`src/rtl/uart_pkg.sv`:
```
// Shared types and timing helpers for the buffered UART transmitter.
package uart_pkg;

    typedef enum logic [1:0] {
        IDLE  = 2'd0,
        START = 2'd1,
        DATA  = 2'd2,
        STOP  = 2'd3
    } tx_state_e;

    localparam int FRAME_BITS = 10;

    function automatic int symbol_edge_time(input int clock_freq, input int baud_rate);
        return clock_freq / baud_rate;
    endfunction

    // Bits needed to hold SYMBOL_EDGE_TIME-1; never narrower than one bit.
    function automatic int baud_cnt_width(input int clock_freq, input int baud_rate);
        int set_v;
        set_v = clock_freq / baud_rate;
        if (set_v < 2) begin
            return 1;
        end else begin
            return $clog2(set_v);
        end
    endfunction

endpackage

```
`src/rtl/uart_tx_buffered_if.sv`:
```
// Byte producer handshake into the transmit queue.
interface uart_tx_buffered_if;
    logic [7:0] data_in;
    logic       data_in_valid;
    logic       data_in_ready;

    modport master (output data_in, output data_in_valid, input data_in_ready);
    modport slave  (input data_in, input data_in_valid, output data_in_ready);
endinterface

```
`src/rtl/uart_tx_serializer.sv`:
```
// 8N1 frame serializer: pulls bytes from the queue head and shifts them out LSB first.
module uart_tx_serializer
    import uart_pkg::*;
#(
    parameter int CLOCK_FREQ = 50_000_000,
    parameter int BAUD_RATE  = 115_200
) (
    input  logic       clk,
    input  logic       rst,
    input  logic [7:0] head_data,
    input  logic       head_valid,
    output logic       head_ready,
    output logic       serial_out,
    output logic       busy
);

    localparam int SET = symbol_edge_time(CLOCK_FREQ, BAUD_RATE);
    localparam int CW  = baud_cnt_width(CLOCK_FREQ, BAUD_RATE);
    localparam logic [CW-1:0] BAUD_LAST = CW'(SET - 1);
    localparam logic [2:0]    LAST_BIT  = 3'(FRAME_BITS - 3);

    tx_state_e     state_r, state_s;
    logic [CW-1:0] baud_cnt_r, baud_cnt_s;
    logic [2:0]    bit_cnt_r, bit_cnt_s;
    logic [7:0]    shift_r, shift_s;
    logic          line_r, line_s;
    logic          pop_s;
    logic          bit_end_s;

    assign bit_end_s = (baud_cnt_r == BAUD_LAST);

    // Next-state, baud timing and line value for the frame sequencer
    always_comb begin
        state_s    = state_r;
        baud_cnt_s = bit_end_s ? {CW{1'b0}} : (baud_cnt_r + CW'(1));
        bit_cnt_s  = bit_cnt_r;
        shift_s    = shift_r;
        line_s     = line_r;
        pop_s      = 1'b0;
        case (state_r)
            IDLE: begin
                baud_cnt_s = {CW{1'b0}};
                if (head_valid) begin
                    pop_s   = 1'b1;
                    shift_s = head_data;
                    line_s  = 1'b0;
                    state_s = START;
                end else begin
                    line_s  = 1'b1;
                end
            end
            START: begin
                if (bit_end_s) begin
                    line_s    = shift_r[0];
                    shift_s   = {1'b0, shift_r[7:1]};
                    bit_cnt_s = 3'd0;
                    state_s   = DATA;
                end else begin
                    state_s   = START;
                end
            end
            DATA: begin
                if (bit_end_s && (bit_cnt_r == LAST_BIT)) begin
                    line_s  = 1'b1;
                    state_s = STOP;
                end else if (bit_end_s) begin
                    line_s    = shift_r[0];
                    shift_s   = {1'b0, shift_r[7:1]};
                    bit_cnt_s = bit_cnt_r + 3'd1;
                end else begin
                    state_s   = DATA;
                end
            end
            STOP: begin
                // Chain straight into the next start bit when a byte is waiting
                if (bit_end_s && head_valid) begin
                    pop_s   = 1'b1;
                    shift_s = head_data;
                    line_s  = 1'b0;
                    state_s = START;
                end else if (bit_end_s) begin
                    line_s  = 1'b1;
                    state_s = IDLE;
                end else begin
                    state_s = STOP;
                end
            end
            default: begin
                line_s  = 1'b1;
                state_s = IDLE;
            end
        endcase
    end

    // Serializer state registers
    always_ff @(posedge clk) begin
        if (rst) begin
            state_r    <= IDLE;
            baud_cnt_r <= {CW{1'b0}};
            bit_cnt_r  <= 3'd0;
            shift_r    <= 8'h00;
            line_r     <= 1'b1;
        end else begin
            state_r    <= state_s;
            baud_cnt_r <= baud_cnt_s;
            bit_cnt_r  <= bit_cnt_s;
            shift_r    <= shift_s;
            line_r     <= line_s;
        end
    end

    assign head_ready = pop_s;
    assign serial_out = line_r;
    assign busy       = (state_r != IDLE);

endmodule

```
`src/rtl/uart_tx_buffered.sv`:
```
// Buffered UART transmitter: byte queue in front of an 8N1 serializer.
module uart_tx_buffered
    import uart_pkg::*;
#(
    parameter int CLOCK_FREQ = 50_000_000,
    parameter int BAUD_RATE  = 115_200,
    parameter int FIFO_DEPTH = 8
) (
    input  logic                            clk,
    input  logic                            rst,
    uart_tx_buffered_if.slave               in_if,
    output logic                            serial_out,
    output logic                            tx_busy,
    output logic [$clog2(FIFO_DEPTH):0]     fifo_count
);

    localparam int PTR_W = $clog2(FIFO_DEPTH);
    localparam int CNT_W = PTR_W + 1;
    localparam logic [CNT_W-1:0] FULL_COUNT = CNT_W'(FIFO_DEPTH);

    logic [7:0]       mem_r [FIFO_DEPTH];
    logic [PTR_W-1:0] wr_ptr_r, rd_ptr_r;
    logic [CNT_W-1:0] count_r, count_s;
    logic             ready_s, push_s, pop_s, head_valid_s, ser_busy_s;

    assign ready_s      = (count_r != FULL_COUNT);
    assign push_s       = in_if.data_in_valid && ready_s;
    assign head_valid_s = (count_r != {CNT_W{1'b0}});

    // Queue occupancy after this cycle's push/pop
    always_comb begin
        count_s = count_r;
        case ({push_s, pop_s})
            2'b10:   count_s = count_r + CNT_W'(1);
            2'b01:   count_s = count_r - CNT_W'(1);
            default: count_s = count_r;
        endcase
    end

    // Queue pointers and count; pointers wrap naturally at FIFO_DEPTH
    always_ff @(posedge clk) begin
        if (rst) begin
            wr_ptr_r <= {PTR_W{1'b0}};
            rd_ptr_r <= {PTR_W{1'b0}};
            count_r  <= {CNT_W{1'b0}};
        end else begin
            if (push_s) begin
                wr_ptr_r <= wr_ptr_r + PTR_W'(1);
            end
            if (pop_s) begin
                rd_ptr_r <= rd_ptr_r + PTR_W'(1);
            end
            count_r <= count_s;
        end
    end

    // Byte storage; contents are don't-care until the count covers them
    always_ff @(posedge clk) begin
        if (push_s) begin
            mem_r[wr_ptr_r] <= in_if.data_in;
        end
    end

    uart_tx_serializer #(
        .CLOCK_FREQ (CLOCK_FREQ),
        .BAUD_RATE  (BAUD_RATE)
    ) u_ser (
        .clk        (clk),
        .rst        (rst),
        .head_data  (mem_r[rd_ptr_r]),
        .head_valid (head_valid_s),
        .head_ready (pop_s),
        .serial_out (serial_out),
        .busy       (ser_busy_s)
    );

    assign in_if.data_in_ready = ready_s;
    assign fifo_count          = count_r;
    assign tx_busy             = ser_busy_s || head_valid_s;

endmodule

```
`src/flat_wrapper.sv`:
```
// flat-port wrapper written by rule: the top's interface ports become plain ports
module uart_tx_buffered_flat import uart_pkg::*;
#(
    parameter int CLOCK_FREQ = 50_000_000,
    parameter int BAUD_RATE  = 115_200,
    parameter int FIFO_DEPTH = 8
)
  (clk, rst, serial_out, tx_busy, fifo_count, in_if_data_in, in_if_data_in_valid, in_if_data_in_ready);
  uart_tx_buffered_if in_if_i ();
  input  logic clk;
  input  logic rst;
  output logic serial_out;
  output logic tx_busy;
  output logic [$clog2(FIFO_DEPTH):0] fifo_count;
  input wire logic [$bits(in_if_i.data_in)-1:0] in_if_data_in;
  input wire logic [$bits(in_if_i.data_in_valid)-1:0] in_if_data_in_valid;
  output wire logic [$bits(in_if_i.data_in_ready)-1:0] in_if_data_in_ready;
  assign in_if_i.data_in = in_if_data_in;
  assign in_if_i.data_in_valid = in_if_data_in_valid;
  assign in_if_data_in_ready = in_if_i.data_in_ready;
  uart_tx_buffered #(.CLOCK_FREQ(CLOCK_FREQ), .BAUD_RATE(BAUD_RATE), .FIFO_DEPTH(FIFO_DEPTH)) u_core (.clk(clk), .rst(rst), .in_if(in_if_i), .serial_out(serial_out), .tx_busy(tx_busy), .fifo_count(fifo_count));
endmodule
```
`config.mk`:
```
export PLATFORM = sky130hd
export DESIGN_NAME = uart_tx_buffered_flat
export DESIGN_NICKNAME = d
export VERILOG_FILES = /design/src/rtl/uart_pkg.sv /design/src/rtl/uart_tx_buffered_if.sv /design/src/rtl/uart_tx_serializer.sv /design/src/rtl/uart_tx_buffered.sv /design/src/flat_wrapper.sv
export SDC_FILE = /design/constraint.sdc
export NUM_CORES = 1
export LEC_CHECK = 0
export ABC_AREA = 1
export CORE_MARGIN = 2
export CORE_UTILIZATION = 35
export CTS_CLUSTER_DIAMETER = 30
export DETAILED_ROUTE_END_ITERATION = 8
export DONT_BUFFER_PORTS = 1
export GPL_ROUTABILITY_DRIVEN = 0
export PLACE_DENSITY = 0.57
export SETUP_SLACK_MARGIN = 0.1
export SLEW_MARGIN = 15
export SYNTH_ARGS = -nofsm -noshare
export SYNTH_HDL_FRONTEND = slang
export SYNTH_HIERARCHICAL = 1
export SYNTH_SLANG_ARGS = --single-unit
```
`constraint.sdc`:
```
create_clock -name clk -period 4.5 [get_ports clk]
set_clock_uncertainty 0.1 [all_clocks]
set_input_delay 0.9 -clock clk [delete_from_list [all_inputs] [get_ports clk]]
set_output_delay 0.9 -clock clk [all_outputs]
set_load 0.02 [all_outputs]
```
==> results by group, run 1 <==
Floorplan
  • Die H: 117 µm
  • Die area: 0.0138 mm²
  • Initial Utilization: 35.7%
  • I/O pins: 18
  • Core region area: 0.0126 mm²
  • Die W: 117 µm
  • Rows: 41

Placed design
  • Post-DP HPWL: 5560 µm
  • Placed inst area: 0.00461 mm²
  • Port bufs: 0
  • Pre-CTS WS: 1.55 ns

Yosys
  • Avg Inst Size Synth: 10.1 µm²
  • Area leader, netlist: edfxtp_1
  • Number of synthesized flops with an enable pin: 64
  • Mapped Cells: 446
  • Share of the synthesized area in the top cell type: 42.8%
  • Synth area leaders: edfxtp_1 (43%), dfxtp_1 (16%), nand2_1 (6.7%), nor2_1 (5.9%), ha_1 (3.9%)
  • Sequential share of the synthesized area: 58.8%
  • Ys flop type: edfxtp_1
  • Cell area after synthesis: 0.00449 mm²
  • Syn nets: 471
  • Fraction of registers with async set/reset: 0%
  • Post-synthesis cell type count: 41
  • Ys Warns: 6
  • Yosys reg bits: 100

Global routing
  • Largest net degree at the start of global routing: 33
  • GR Overflow Total: 0
  • All-Layer GR Usage: 13.5%
  • First-pass GRT wire length: 13700 µm
  • Antenna violations before repair: 0
  • Vias in the first global route: 2709

Clock tree
  • Clock buffer depth: 2
  • Resized cells post-CTS: 0
  • CTS tree: built
  • Num CTS Buffers: 9
  • Setup Buffers After CTS: 0
  • Cts hold-fix bufs: 0
  • Clock root buffer: clkbuf_16
  • Clock H-tree levels: 3
  • Clk pin slew, worst setup/hold paths: 0.07 ns
  • Clock Latency Late Sink: 0.35 ns
  • Clk sink count: 100

Pwr
  • Sw Pwr: 0.943 mW
  • Register share of total power: 42.8%
  • VDD IR max: 301 µV
  • Pwr dens: 568 mW/mm²
  • Clock power share: 30.4%
  • Comb power frac: 26.8%
  • Total power: 2.81 mW
  • Sw Ratio: 33.5%
  • Leakage power total: 1.88 nW
  • Pint: 1.87 mW

Job
  • Max-cap violation count: 0

Run status
  • Status: finished, final reports clean

Finish
  • Area delta synth->final: 10.2%
  • Register Area: 0.00264 mm²
  • Final instance area: 0.00495 mm²
  • Diodes inserted: 0
  • Fillers: 1230
  • Multi-input gate area: 0.00161 mm²
  • Share of layout cells above drive strength 1: 9.11%
  • Layout Nets: 470
  • Most frequent cells in the layout: nand2_1 (80), nor2_1 (70), edfxtp_1 (64)
  • Commonest non-fill, non-tap cell in the layout: nand2_1

Min path
  • HP Class: flip-flop to flip-flop

Timing
  • Slew HR: 25.9%
  • Final worst slack: 1.54 ns
  • Max-slew violation count: 0
  • Min cycle time layout: 2.96 ns
  • Hold Slack: 0.352 ns
  • Endpoints failing hold: 0
  • Peak Freq: 0.338 GHz
  • Final setup violation count: 0
  • Total Neg Setup Slack: 0 ns
  • RSZ-0062 raised after global routing: no
  • Least-Margin Pin Slew: 1.11 ns
  • Tcrit/Tclk final: 65.7%

Setup path
  • WS Path Type: flip-flop to flip-flop
  • Max FO, Critical Path: 9
  • CP max-delay cell: ha_1
  • Element type at the critical path start: flip-flop
  • CP max stage delay: 0.48 ns
  • Reg2reg setup slack: 1.54 ns
  • Critical Path End Type: flip-flop
  • Worst EP required: 4.65 ns
  • Critical path cell sequence: inv_1 > ha_1 > inv_1 > o211ai_1 > a21oi_1 > ha_1 > nand2_1 > clkinv_1 > nor2_2 > ha_1 > a21oi_1 > xnor2_1 > o21ai_1 > inv_1
  • CP Data Arrival Time: 3.10 ns

Routing
  • Number of DRC markers in iteration 0: 174
  • Via density: 4.70
  • Avg WL per Cell: 13.6 µm
  • Final WL: 8480 µm
  • DRT antenna net count: 0
  • Drt pass-1 iters: 4
  • DR DRC count: 0
  • Via count: 2923
-- critical path: cells and delay by family (launching register included) --
| family | cells | cell delay, ns |
|---|---|---|
| adders and majority gates | 3 | 0.97 |
| buffers and inverters | 4 | 0.37 |
| AOI/OAI and AO/OA | 4 | 0.84 |
| DFF | 1 | 0.36 |
| and+or+nand+nor | 2 | 0.12 |
| xor gates and xnor gates | 1 | 0.09 |
-- cells in the mapped netlist (2+ instances only) --
library cell  instances
a21oi_1              14
a31oi_1               2
buf_2                 4
buf_4                 2
buf_6                 5
clkbuf_1              2
dfxtp_1              36
edfxtp_1             64
ha_1                 14
inv_1                29
inv_2                 6
mux2i_1              15
nand2_1              80
nand2_2               3
nand2_4               2
nand3_1              12
nand4_1               2
nor2_1               70
nor2_2                3
nor2_4                3
nor3_1                4
nor3b_1               4
o21ai_0              12
o21ai_1              29
o21bai_1              2
o22ai_1               8
or2_2                 2
xnor2_1               3
xor2_1                2
-- stage by stage --
| step | utilization (%) | std cells |
|---|---|---|
| floorplan | - | 446 |
| global placement | 36.7 | 606 |
| detailed placement | 36.7 | 606 |
| CTS | 39.4 | 622 |
| global route | 39.4 | 622 |
| finish | 39.4 | 622 |
-- state kept, by name, indices dropped and copies added (netlist names), named ones only --
register                 cells
u_core/u_ser/bit_cnt_r       3
u_core/wr_ptr_r              3
u_core/u_ser/serial_out      1
u_core/u_ser/state_r         2
u_core/u_ser/shift_r         8
u_core/fifo_count            4
u_core/mem_r                64
u_core/u_ser/baud_cnt_r      9
u_core/rd_ptr_r              3
-- final timing paths --
path | from | to | cells past startpoint
max | u_core/u_ser/state_r[0] | u_core/fifo_count[2] | 14
min | u_core/u_ser/bit_cnt_r[2] | u_core/u_ser/bit_cnt_r[2] | 2
max reg2reg | u_core/u_ser/state_r[0] | u_core/fifo_count[2] | 14
min reg2reg | u_core/u_ser/bit_cnt_r[2] | u_core/u_ser/bit_cnt_r[2] | 2
-- power by group through the flow --
| stage | Combinational (mW) | Sequential (mW) | Clock [mW] |
|---|---|---|---|
| global route | 0.869 | 1.22 | 0.914 |
| detailed placement | 0.753 | 1.23 | 0 |
| CTS | 0.759 | 1.21 | 0.884 |
| finish | 0.752 | 1.20 | 0.856 |
| floorplan | 0.679 | 1.17 | 0 |
| global placement | 0.738 | 1.22 | 0 |
-- kinds of logic (layout without fill, tap and decap cells) --
group,count (synthesis),after routing,synth area share (%)
multiplexers,15,15,3.34
XOR/XNOR,5,5,0.975
AND/OR/NAND/NOR,191,191,19.0
flip-flops,100,100,58.8
buffers and inverters,50,54,5.32
AO/OA/AOI/OAI,71,71,8.64
adder cells (fa/ha/maj),14,14,3.90
-- per-layer routing --
layer,vias up,routed length [µm],GRT usage [%]
met3,12,328,3.04
met5,-,0,0
li1,1505,-,-
met1,1363,3910,17.1
met2,43,4000,21.2
met4,0,245,8.00
-- cell type report --
type / instances / share of cell area (%)
inverter: 37 / 2.83
sequential: 100 / 53.4
timing repair buffer: 1 / 0.152
multi-input combinational: 296 / 32.5
tap: 172 / 4.35
clock buffer: 9 / 4.55
clock inverter: 7 / 2.20
Power figures use the tool's default switching activity.
==> inputs of run 2 (changes only) <==
PLACE_DENSITY = 0.59   (was 0.57)
clock period = 2.5 ns   (was 4.5 ns; I/O delays follow)
==> results by group, run 2 (same netlist as run 1, synthesis figures left out) <==
Setup path
  • Reg2reg setup slack: 0.28 ns (-1.27 ns)
  • FF-to-FF path depth: 14 (unchanged)
  • Worst EP required: 2.64 ns (-2.01 ns)
  • Critical path launch point: u_core/u_ser/state_r[0]
  • Stages on the worst setup path: 14 (unchanged)
  • FF-to-FF Start: u_core/u_ser/state_r[0]
  • CP top delay family: adder cells
  • WP buf/inv: 4 (unchanged)
  • WS Path Type: flip-flop to flip-flop
  • Max FO, Critical Path: 4 (-5)
  • CP max stage delay: 0.34 ns (-0.14 ns)
  • CP max-delay cell: dfxtp_2
  • Critical path cell sequence: inv_1 > ha_1 > inv_1 > o211ai_1 > a21oi_4 > ha_4 > nand2_1 > clkinv_1 > nor2_2 > ha_1 > a21oi_2 > xnor2_1 > o21ai_1 > inv_1
  • CP Data Arrival Time: 2.36 ns (-0.74 ns)
  • Critical Path End Type: flip-flop
  • Most used cell, CP: inv_1
  • Element type at the critical path start: flip-flop

Finish
  • Most frequent cells in the layout: nand2_1 (80), nor2_1 (70), edfxtp_1 (64)
  • Reg with most FFs: u_core/mem_r
  • Largest regs: u_core/mem_r (64), u_core/u_ser/baud_cnt_r (9), u_core/u_ser/shift_r (8)
  • Final core occ: 40.5% (+1.2 points)
  • Layout Nets: 487 (+3.6%)
  • Share of layout cells above drive strength 1: 13.5% (+4.4 points)
  • Commonest non-fill, non-tap cell in the layout: nand2_1
  • Area delta synth->final: 13.5%
  • Fillers: 1229 (-0.081%)
  • Largest register FFs: 64 (unchanged)
  • Final std cells w/o fill: 639 (+2.7%)
  • Diodes inserted: 0 (unchanged)

Timing
  • Max-slew violation count: 0 (unchanged)
  • Final worst slack: 0.277 ns (-1.27 ns)
  • RSZ-0062 raised after global routing: no
  • Final setup violation count: 0 (unchanged)
  • Peak Freq: 0.450 GHz (+33%)
  • Endpoints failing hold: 0 (unchanged)
  • Slew HR: 71.3% (+45 points)
  • Total Neg Setup Slack: 0 ns (unchanged)
  • Min cycle time layout: 2.22 ns (-0.732 ns)
  • Least-Margin Pin Slew: 0.430 ns (-0.679 ns)
  • Tcrit/Tclk final: 88.9% (+23 points)

Routing
  • Avg WL per Cell: 13.2 µm (-3.3%)
  • Number of DRC markers in iteration 0: 137 (-21%)
  • DR DRC count: 0 (unchanged)
  • Final WL: 8430 µm (-0.61%)
  • Via count: 2952 (+0.99%)
  • Via density: 4.62 (-1.7%)
  • DRT antenna net count: 0 (unchanged)
  • Drt pass-1 iters: 4 (unchanged)

Floorplan
  • Rows: 41 (unchanged)
  • Die area: 0.0138 mm² (unchanged)
  • Die W: 117 µm (unchanged)
  • Die H: 117 µm (unchanged)
  • I/O pins: 18 (unchanged)
  • Initial Utilization: 35.7% (unchanged)
  • Core region area: 0.0126 mm² (unchanged)

Job
  • Max-cap violation count: 0 (unchanged)

Pwr
  • Clock power share: 29.3% (-1.1 points)
  • Total power: 5.12 mW (+82%)
  • Comb power frac: 30.8% (+4.0 points)
  • Sw Pwr: 1.68 mW (+79%)
  • Leakage power total: 1.97 nW (+4.6%)
  • VDD IR max: 475 µV (+58%)
  • Pwr dens: 1000 mW/mm² (+77%)
  • Pint: 3.43 mW (+84%)
  • Register share of total power: 39.9% (-2.9 points)
  • Sw Ratio: 32.9% (-0.60 points)

Placed design
  • Pre-CTS WS: 0.247 ns (-1.30 ns)
  • Port bufs: 0 (unchanged)
  • Post-DP HPWL: 5530 µm (-0.45%)
  • Placed cells: 623 (+2.8%)

Min path
  • Hold Path Depth: 1 (-1)
  • HP Class: input pin to flip-flop
  • Hold_sp: rst

Clock tree
  • Num CTS Buffers: 9 (unchanged)
  • Clock Latency Late Sink: 0.35 ns (about the same)
  • Clk sink count: 100 (unchanged)
  • CTS tree: built
  • Clk pin slew, worst setup/hold paths: 0.07 ns (about the same)
  • Clock buffer depth: 2 (unchanged)
  • Clock H-tree levels: 3 (unchanged)
  • Setup Buffers After CTS: 0 (unchanged)
  • Clock root buffer: clkbuf_16

Global routing
  • Largest net degree at the start of global routing: 33 (unchanged)
  • Vias in the first global route: 2840 (+4.8%)
  • All-Layer GR Usage: 13.3% (-0.17 points)
  • First-pass GRT wire length: 13700 µm (about the same)
  • Antenna violations before repair: 0 (unchanged)
  • GR Overflow Total: 0 (unchanged)

Run status
  • Status: finished, final reports clean
[run 2: final cells by class]
| cell class | count | area [µm²] | area share (%) |
|---|---|---|---|
| inverter | 37 | 140 | 2.75 |
| multi-input combinational | 296 | 1640 | 32.1 |
| sequential | 100 | 2650 | 51.9 |
| tap | 172 | 215 | 4.22 |
| clock inverter | 6 | 93.8 | 1.84 |
| clock buffer | 10 | 229 | 4.49 |
| timing repair buffer | 18 | 135 | 2.65 |
[run 2: per-layer routing]
layer | GRT usage (%) | vias up | wire length [µm]
li1 | - | 1535 | -
met1 | 17.4 | 1375 | 4080
met2 | 21.1 | 32 | 3940
met3 | 2.52 | 10 | 255
met4 | 7.14 | 0 | 157
met5 | 0 | - | 0
[run 2: worst paths after layout]
kind,to
hold / removal,u_core/wr_ptr_r[2]
setup reg to reg,u_core/fifo_count[2]
setup / recovery,u_core/fifo_count[2]
hold reg to reg,u_core/u_ser/baud_cnt_r[0]
[run 2: timing repair]
action                                  in CTS  in global routing
hold endpoints to repair                     0                  0
hold buffers                                 0                  0
resized for setup                            0                  5
endpoints found under the setup margin       0                  1
[run 2: power groups by stage]
stage / logic (mW) / clock network [mW] / registers (mW)
2_1_floorplan: 1.24 / 0 / 2.10
4_1_cts: 1.57 / 1.53 / 2.04
6_report: 1.58 / 1.50 / 2.04
3_5_place_dp: 1.57 / 0 / 2.08
3_3_place_gp: 1.55 / 0 / 2.07
5_1_grt: 1.82 / 1.60 / 2.06
[run 2: worst register-to-register path: stages, from the launching register on]
cell and delay (ns):
dfxtp_2 0.34, inv_1 0.08, ha_1 0.31, inv_1 0.08, o211ai_1 0.14, a21oi_4 0.19
ha_4 0.17, nand2_1 0.06, clkinv_1 0.06, nor2_2 0.04, ha_1 0.18, a21oi_2 0.13
xnor2_1 0.09, o21ai_1 0.11, inv_1 0.04
[run 2: stage by stage]
| stage | hold WS (ns) | area, µm² |
|---|---|---|
| 2_1_floorplan | 0.327 | 4510 |
| 6_report | 0.119 | 5100 |
| 3_5_place_dp | 0.346 | 4750 |
| 4_1_cts | 0.108 | 5070 |
| 3_3_place_gp | 0.339 | 4750 |
| 5_1_grt | 0.107 | 5100 |
==> inputs of run 3 (changes only) <==
CORE_UTILIZATION = 57   (was 35)
PLACE_DENSITY = 0.83   (was 0.59)
==> results by group, run 3 (same netlist as run 1, synthesis figures left out) <==
Pwr
  • Comb power frac: 33.3% (+2.5 points)
  • Pwr dens: 956 mW/mm² (-4.7%)
  • Clock power share: 22.5% (-6.8 points)
  • Leakage power total: 1.89 nW (-4.0%)
  • Register share of total power: 44.2% (+4.3 points)
  • VDD IR max: 495 µV (+4.3%)
  • Sw Pwr: 1.62 mW (-3.7%)
  • Total power: 4.63 mW (-9.5%)
  • Pint: 3.01 mW (-12%)
  • Sw Ratio: 35.0% (+2.1 points)

Finish
  • Layout Nets: 483 (-0.82%)
  • Commonest non-fill, non-tap cell in the layout: nand2_1
  • Largest register FFs: 64 (unchanged)
  • Reg with most FFs: u_core/mem_r
  • Largest regs: u_core/mem_r (64), u_core/u_ser/baud_cnt_r (9), u_core/u_ser/shift_r (8)
  • Final std cells w/o fill: 565 (-12%)
  • Diodes inserted: 0 (unchanged)
  • Fillers: 595 (-52%)
  • Area delta synth->final: 7.83%
  • Final instance area: 0.00484 mm² (-5.0%)
  • Share of layout cells above drive strength 1: 12.7% (-0.75 points)
  • Most frequent cells in the layout: nand2_1 (80), nor2_1 (70), edfxtp_1 (64)

Placed design
  • Port bufs: 0 (unchanged)
  • Placed inst area: 0.00463 mm² (-2.5%)
  • Post-DP HPWL: 5310 µm (-4.1%)
  • Placed cells: 549 (-12%)

Timing
  • Endpoints failing hold: 0 (unchanged)
  • Tcrit/Tclk final: 90.0% (+1.0 points)
  • Least-Margin Pin Slew: 0.881 ns (+0.451 ns)
  • RSZ-0062 raised after global routing: no
  • Max-slew violation count: 0 (unchanged)
  • Total Neg Setup Slack: 0 ns (unchanged)
  • Hold Slack: 0.0942 ns (-0.0243 ns)
  • Final setup violation count: 0 (unchanged)
  • Slew HR: 41.0% (-30 points)
  • Peak Freq: 0.445 GHz (-1.1%)
  • Min cycle time layout: 2.25 ns (+0.0256 ns)

Setup path
  • WS Path Type: flip-flop to flip-flop
  • Element type at the critical path start: flip-flop
  • CP Data Arrival Time: 2.41 ns (+0.05 ns)
  • Worst EP required: 2.66 ns (+0.02 ns)
  • Critical Path End Type: flip-flop
  • Max FO, Critical Path: 4 (unchanged)

Clock tree
  • Setup Buffers After CTS: 0 (unchanged)
  • Clock buffer depth: 2 (unchanged)
  • Cts hold-fix bufs: 0 (unchanged)
  • Num CTS Buffers: 9 (unchanged)
  • Clock root buffer: clkbuf_8
  • CTS tree: built
  • Clock Latency Late Sink: 0.36 ns (about the same)
  • Clk sink count: 100 (unchanged)
  • Clk pin slew, worst setup/hold paths: 0.10 ns (+0.03 ns)
  • Clock H-tree levels: 3 (unchanged)

Floorplan
  • I/O pins: 18 (unchanged)
  • Core region area: 0.00769 mm² (-39%)
  • Initial Utilization: 58.4% (+23 points)
  • Die H: 92.8 µm (-21%)
  • Rows: 32 (-22%)
  • Die W: 92.8 µm (-21%)
  • Die area: 0.00860 mm² (-37%)

Global routing
  • Vias in the first global route: 2889 (+1.7%)
  • GR Overflow Total: 0 (unchanged)
  • First-pass GRT wire length: 12900 µm (-6.2%)
  • Antenna violations before repair: 0 (unchanged)
  • Largest net degree at the start of global routing: 33 (unchanged)
  • All-Layer GR Usage: 19.2% (+5.9 points)

Routing
  • Number of DRC markers in iteration 0: 184 (+34%)
  • Final WL: 7940 µm (-5.8%)
  • Drt pass-1 iters: 4 (unchanged)
  • Avg WL per Cell: 14.1 µm (+6.5%)
  • Via density: 5.43 (+18%)
  • DRT antenna net count: 0 (unchanged)
  • DR DRC count: 0 (unchanged)
  • Via count: 3067 (+3.9%)

Run status
  • Status: finished, final reports clean

Job
  • Max-cap violation count: 0 (unchanged)

Min path
  • HP Class: input pin to flip-flop
-- run 3: metrics by stage --
stage | util [%] | setup WS [ns]
3_3_place_gp | 60.3 | 0.353
3_5_place_dp | 60.3 | 0.244
2_1_floorplan | - | 0.116
5_1_grt | 63.0 | 0.103
4_1_cts | 62.9 | 0.212
6_report | 63.0 | 0.251
-- run 3: power by group through the flow --
stage	logic [mW]	registers [mW]	clock network (mW)
6_report	1.54	2.05	1.04
5_1_grt	1.75	2.07	1.13
4_1_cts	1.54	2.04	1.06
3_5_place_dp	1.53	2.08	0
3_3_place_gp	1.48	2.07	0
2_1_floorplan	1.24	2.10	0
-- run 3: cell type report --
cell class	instances	area (µm²)	area share (%)
clock buffer	10	128	2.64
clock inverter	6	76.3	1.58
inverter	37	140	2.89
multi-input combinational	296	1620	33.4
sequential	100	2650	54.7
tap	102	128	2.64
timing repair buffer	14	105	2.17
-- run 3: worst paths after layout --
path | from | end | slack, ns | depth (start not counted)
hold reg to reg | u_core/u_ser/baud_cnt_r[0] | u_core/u_ser/baud_cnt_r[0] | 0.35 | 1
hold / removal | rst | u_core/wr_ptr_r[2] | 0.09 | 1
setup reg to reg | u_core/u_ser/state_r[0] | u_core/fifo_count[2] | 0.25 | 14
setup / recovery | u_core/u_ser/state_r[0] | u_core/fifo_count[2] | 0.25 | 14
-- run 3: what timing repair did --
action | in CTS | in global routing
endpoints found under the setup margin | 0 | 1
resized for setup | 0 | 3
endpoints found under the hold margin | 0 | 0
-- run 3: layer usage --
metal  GRT usage, %  vias up  wire length (µm)  share of wire, %
met4           8.82        0               112               1.4
met1           22.9     1450              3260                41
li1               -     1528                 -                 -
met2           33.3       78              4160                52
met5              0        -                 0                 0
met3           4.07       11               400               5.0
-- run 3: critical path, stage by stage (launching register included) --
cell and delay, ns:
dfxtp_2 0.35, inv_1 0.08, ha_1 0.31, inv_1 0.08, o211ai_1 0.11, a21oi_2 0.15
ha_2 0.22, nand2_1 0.07, clkinv_1 0.07, nor2_2 0.04, ha_1 0.19, a21oi_2 0.13
xnor2_1 0.10, o21ai_1 0.12, inv_1 0.04
==> RTL change 1, RTL diff (config.mk and constraints of run 3) <==
`shift_r` no longer has a reset.
--- a/src/rtl/uart_tx_serializer.sv
+++ b/src/rtl/uart_tx_serializer.sv
@@ -98,15 +98,17 @@
             state_r    <= IDLE;
             baud_cnt_r <= {CW{1'b0}};
             bit_cnt_r  <= 3'd0;
-            shift_r    <= 8'h00;
             line_r     <= 1'b1;
         end else begin
             state_r    <= state_s;
             baud_cnt_r <= baud_cnt_s;
             bit_cnt_r  <= bit_cnt_s;
-            shift_r    <= shift_s;
             line_r     <= line_s;
         end
+    end
+
+    always_ff @(posedge clk) begin
+        shift_r <= shift_s;
     end
 
     assign head_ready = pop_s;
Formal check against the unedited RTL: same outputs for any inputs over 10 cycles, from zero or initial values and one cycle with rst high; that may be too few to reach the edited logic, so the function may still have changed.
==> RTL change 1 against run 3 <==
  * Sequential cell count unchanged
  * Largest power group unchanged
  * Global-route usage up 1.0 points
  * Total power down 3.4%
  * Final area up 0.67%
  * Setup slack worse by 0.059 ns
  * Synthesized area down 1.1%
  * Critical path type unchanged
  * Sequential share of layout area up 1.3 points
  * Largest cell class unchanged
  * Highest routed layer unchanged
  * Wire length up 0.57%
==> RTL change 1: results (changes against run 3) <==
pin count of the biggest net entering global routing 34 (was 33); Post-CTS Resized 1 (was 0); maximum VDD drop 0.514 mV (was 0.495 mV); DRT Wirelength 7.98 mm (was 7.94 mm); total leakage power 1.93 nW (was 1.89 nW); Post-synth EDFFs 72 (was 64); DRT iter0 DRCs 168 (was 184); DR vias/cell 5.26 (was 5.43); Reg-to-Reg End u_core/fifo_count[3] (was u_core/fifo_count[2]); vias in the first global route 2899 (was 2889); largest cells by area after synthesis edfxtp_1, dfxtp_1, nand2_1 (unchanged); Syn Nets 453 (was 471); hold endpoint u_core/u_ser/bit_cnt_r[1] (was u_core/wr_ptr_r[2]); Synth top cells by count nand2_1, edfxtp_1, nor2_1, inv_1, o21ai_1 (was nand2_1, nor2_1, edfxtp_1, dfxtp_1); Total GRT Usage 20.2% (was 19.2%); status complete, no violations (unchanged); syn_area_per_cell 10.4 um2 (was 10.1 um2); CP top delay family simple AND/OR/NAND/NOR gates (was adder cells); xor/xnor cell area share of the yosys netlist 1.18% (was 0.975%); Placed Cells 536 (was 549); WP data arrival 2.48 ns (was 2.41 ns); Seq. pwr 2.12 mW (was 2.05 mW); Compound-Gate Fraction of Synth Area 7.91% (was 8.64%); Reg2Reg Depth 16 (was 14); worst relative slew slack 72.7% (was 41.0%); r2r setup slk 0.19 ns (was 0.25 ns)
## RTL change 1: metrics by stage
stage	util (%)	hold slack, ns	worst slack [ns]	power [mW]	area, um2
detailed placement	60.5	0.381	0.0987	3.51	4630
global placement	60.5	0.344	0.184	3.45	4630
global route	63.7	0.0619	0.0819	4.76	4870
finish	63.7	0.0878	0.192	4.47	4870
CTS	63.0	0.0717	0.119	4.47	4820
floorplan	-	0.333	0.110	3.19	4460
## RTL change 1: routing by layer
metal,vias up,global-route usage [%],part of all wire [%]
met4,0,7.96,2.6
met1,1348,25.6,42
met3,21,4.35,5.7
met2,73,34.0,49
met5,-,0,0
li1,1483,-,-
## RTL change 1: layout make-up
cell class                 instances  area, um2
multi-input combinational        279       1530
clock buffer                       9        124
fill                             567       2770
inverter                          38        144
clock inverter                     7       66.3
sequential                       100       2730
timing repair buffer              21        158
tap                              102        128
==> RTL change 2, RTL diff (settings of run 3) <==
Without the edit above. `FIFO_DEPTH` is set to 8 in 2 places; all go to 16.
--- a/src/rtl/uart_tx_buffered.sv
+++ b/src/rtl/uart_tx_buffered.sv
@@ -4,7 +4,7 @@
 #(
     parameter int CLOCK_FREQ = 50_000_000,
     parameter int BAUD_RATE  = 115_200,
-    parameter int FIFO_DEPTH = 8
+    parameter int FIFO_DEPTH = 16
 ) (
     input  logic                            clk,
     input  logic                            rst,
--- a/src/flat_wrapper.sv
+++ b/src/flat_wrapper.sv
@@ -3,7 +3,7 @@
 #(
     parameter int CLOCK_FREQ = 50_000_000,
     parameter int BAUD_RATE  = 115_200,
-    parameter int FIFO_DEPTH = 8
+    parameter int FIFO_DEPTH = 16
 )
   (clk, rst, serial_out, tx_busy, fifo_count, in_if_data_in, in_if_data_in_valid, in_if_data_in_ready);
   uart_tx_buffered_if in_if_i ();
Ports: changed (resized fifo_count); port bits go from 18 to 19. The function was not compared with the original's and may differ.
==> RTL change 2 against run 3 <==
  * Synthesized cell count rose by 59%
  * Sequential cell count rose by 68
  * Sequential share of layout area fell by 0.58 points
  * Setup slack got worse by 0.22 ns
  * Combinational power rose by 60%
  * Synthesized area rose by 66%
  * Final area rose by 78%
  * Wire length rose by 110%
  * Maximum frequency fell by 8.8%
  * Total power rose by 79%
  * Die area rose by 63%
  * Highest routed layer unchanged
==> RTL change 2: results (changes against run 3) <==
status complete, no violations (unchanged); pin count of the biggest net entering global routing 65 (was 33); Post-synth EDFFs 128 (was 64); Sw Share 33.6% (was 35.0%); H-tree levels 4 (was 3); worst min-delay path startpoint rst (unchanged); maximum VDD drop 0.670 mV (was 0.495 mV); Post-DP Area 7780 um2 (was 4630 um2); TritonCTS Buffers 17 (was 9); Min Hold Slack 0.0348 ns (was 0.0942 ns); diode count 0 (unchanged); Reg2Reg Depth 13 (was 14); root buffer cell clkbuf_16 (was clkbuf_8); largest cells by area after synthesis edfxtp_1, dfxtp_1, nand2_1 (unchanged); sequential share of the synthesized area 62.2% (was 58.8%); layout cells sized above 1 18.1% (was 12.7%); biggest regs u_core/mem_r x128, u_core/u_ser/baud_cnt_r x9, u_core/u_ser/shift_r x8 (was u_core/mem_r x64, u_core/u_ser/baud_cnt_r x9, u_core/u_ser/shift_r x8); CP top delay family compound AO/OA/AOI/OAI gates (was adder cells); Setup WS pre-CTS -0.0105 ns (was 0.244 ns); Worst-Margin Slew 0.590 ns (was 0.881 ns); Yosys cell types 35 (was 41); Post-route DRC 0 (unchanged); antenna violations before repair 0 (unchanged); synth warn 6 (unchanged); Slew Viols, Final 0 (unchanged); Wirelength per Cell 18.0 um (was 14.1 um); hold path cells 1 (unchanged); port bufs 0 (unchanged); Final nets 780 (was 483); Max Buffers Root-to-Sink 2 (unchanged); Total GRT Usage 23.3% (was 19.2%); P_clk 2.44 mW (was 1.04 mW); slowest stage cell, crit path dfxtp_2 (unchanged); DRT iter0 DRCs 523 (was 184); post-layout min period 2.47 ns (was 2.25 ns); total leakage power 3.33 nW (was 1.89 nW); total power 8.31 mW (was 4.63 mW); vias in the first global route 5130 (was 2889); Worst Hold Class input port to flop (unchanged); asr flop ratio synth 0% (unchanged); Reg clk slew, reported paths 0.06 ns (was 0.10 ns); non-filler cells, final 936 (was 565); Placed Cells 882 (was 549); Worst Path Max Fanout 5 (was 4); Critical Path End u_core/fifo_count[4] (was u_core/fifo_count[2]); first-pass iteration count of the detailed router 6 (was 4); hpwl dp 9.84 mm (was 5.31 mm); max incr delay on CP 0.33 ns (was 0.35 ns); CP Launch Point u_core/fifo_count[1] (was u_core/u_ser/state_r[0]); Syn Nets 740 (was 471); via count 5459 (was 3067); syn_area_per_cell 10.5 um2 (was 10.1 um2); Clk Latency, worst-skew pair 0.43 ns (was 0.36 ns); total combinational power 2.46 mW (was 1.54 mW); hold endpoint u_core/u_ser/state_r[1] (was u_core/wr_ptr_r[2]); Synth top cells by count edfxtp_1, nand2_1, inv_1, nand3_1, a21oi_1 (was nand2_1, nor2_1, edfxtp_1, dfxtp_1); first-pass GRT wire length 25.1 mm (was 12.9 mm); final core utilization 67.8% (was 63.0%); fill cell count 857 (was 595)
## RTL change 2: cell count changes in the layout (fill, tap and decap cells not counted), sizes merged, moves of 8 or more
cell,before,now
nand3,14,63
inv,39,108
mux2i,15,7
a21oi,14,53
buf,14,49
nor2,76,55
edfxtp,64,128
o211ai,1,33
nand2,85,111
clkbuf,10,18
o22ai,8,0
## RTL change 2: worst reg2reg max path, cell delays in order, from the launching register on
cell,delay [ns]
dfxtp_2,0.33
nor2_4,0.11
nand4_1,0.24
o211ai_1,0.29
a21oi_4,0.09
ha_4,0.20
buf_4,0.15
ha_4,0.27
inv_1,0.06
o21bai_1,0.12
inv_1,0.09
a21oi_1,0.18
nor2_1,0.07
nor2_1,0.10
## RTL change 2: area by class of cell
class	instances	area share (%)
Multi-Input combinational cell	410	27.7
Timing Repair Buffer	49	4.70
Inverter	105	4.60
Tap cell	172	2.50
Sequential cell	168	54.1
Clock buffer	18	4.98
Clock inverter	14	1.44
## RTL change 2: timing repair
action,4_1_cts,5_1_grt
endpoints found under the setup margin,2,3
setup buffers,8,14
gates resized for setup,1,32
pin swaps,4,15
## RTL change 2: layer usage
layer	up-vias	GRT usage [%]	share of wire, %
met5	-	0	0
met4	0	11.8	3.7
met3	63	4.87	7.5
met2	299	40.2	51
met1	2592	27.7	38
li1	2505	-	-
## RTL change 2: kinds of logic (layout without fill, tap and decap cells)
group	after synthesis	in the layout	synth area share, %
XOR/XNOR	5	5	0.586
AO/OA/AOI/OAI	135	135	11.0
adder cells (fa/ha/maj)	18	18	3.02
AND/OR/NAND/NOR	245	245	14.8
buffers and inverters	133	186	7.49
flip-flops	168	168	62.2
multiplexers	7	7	0.938
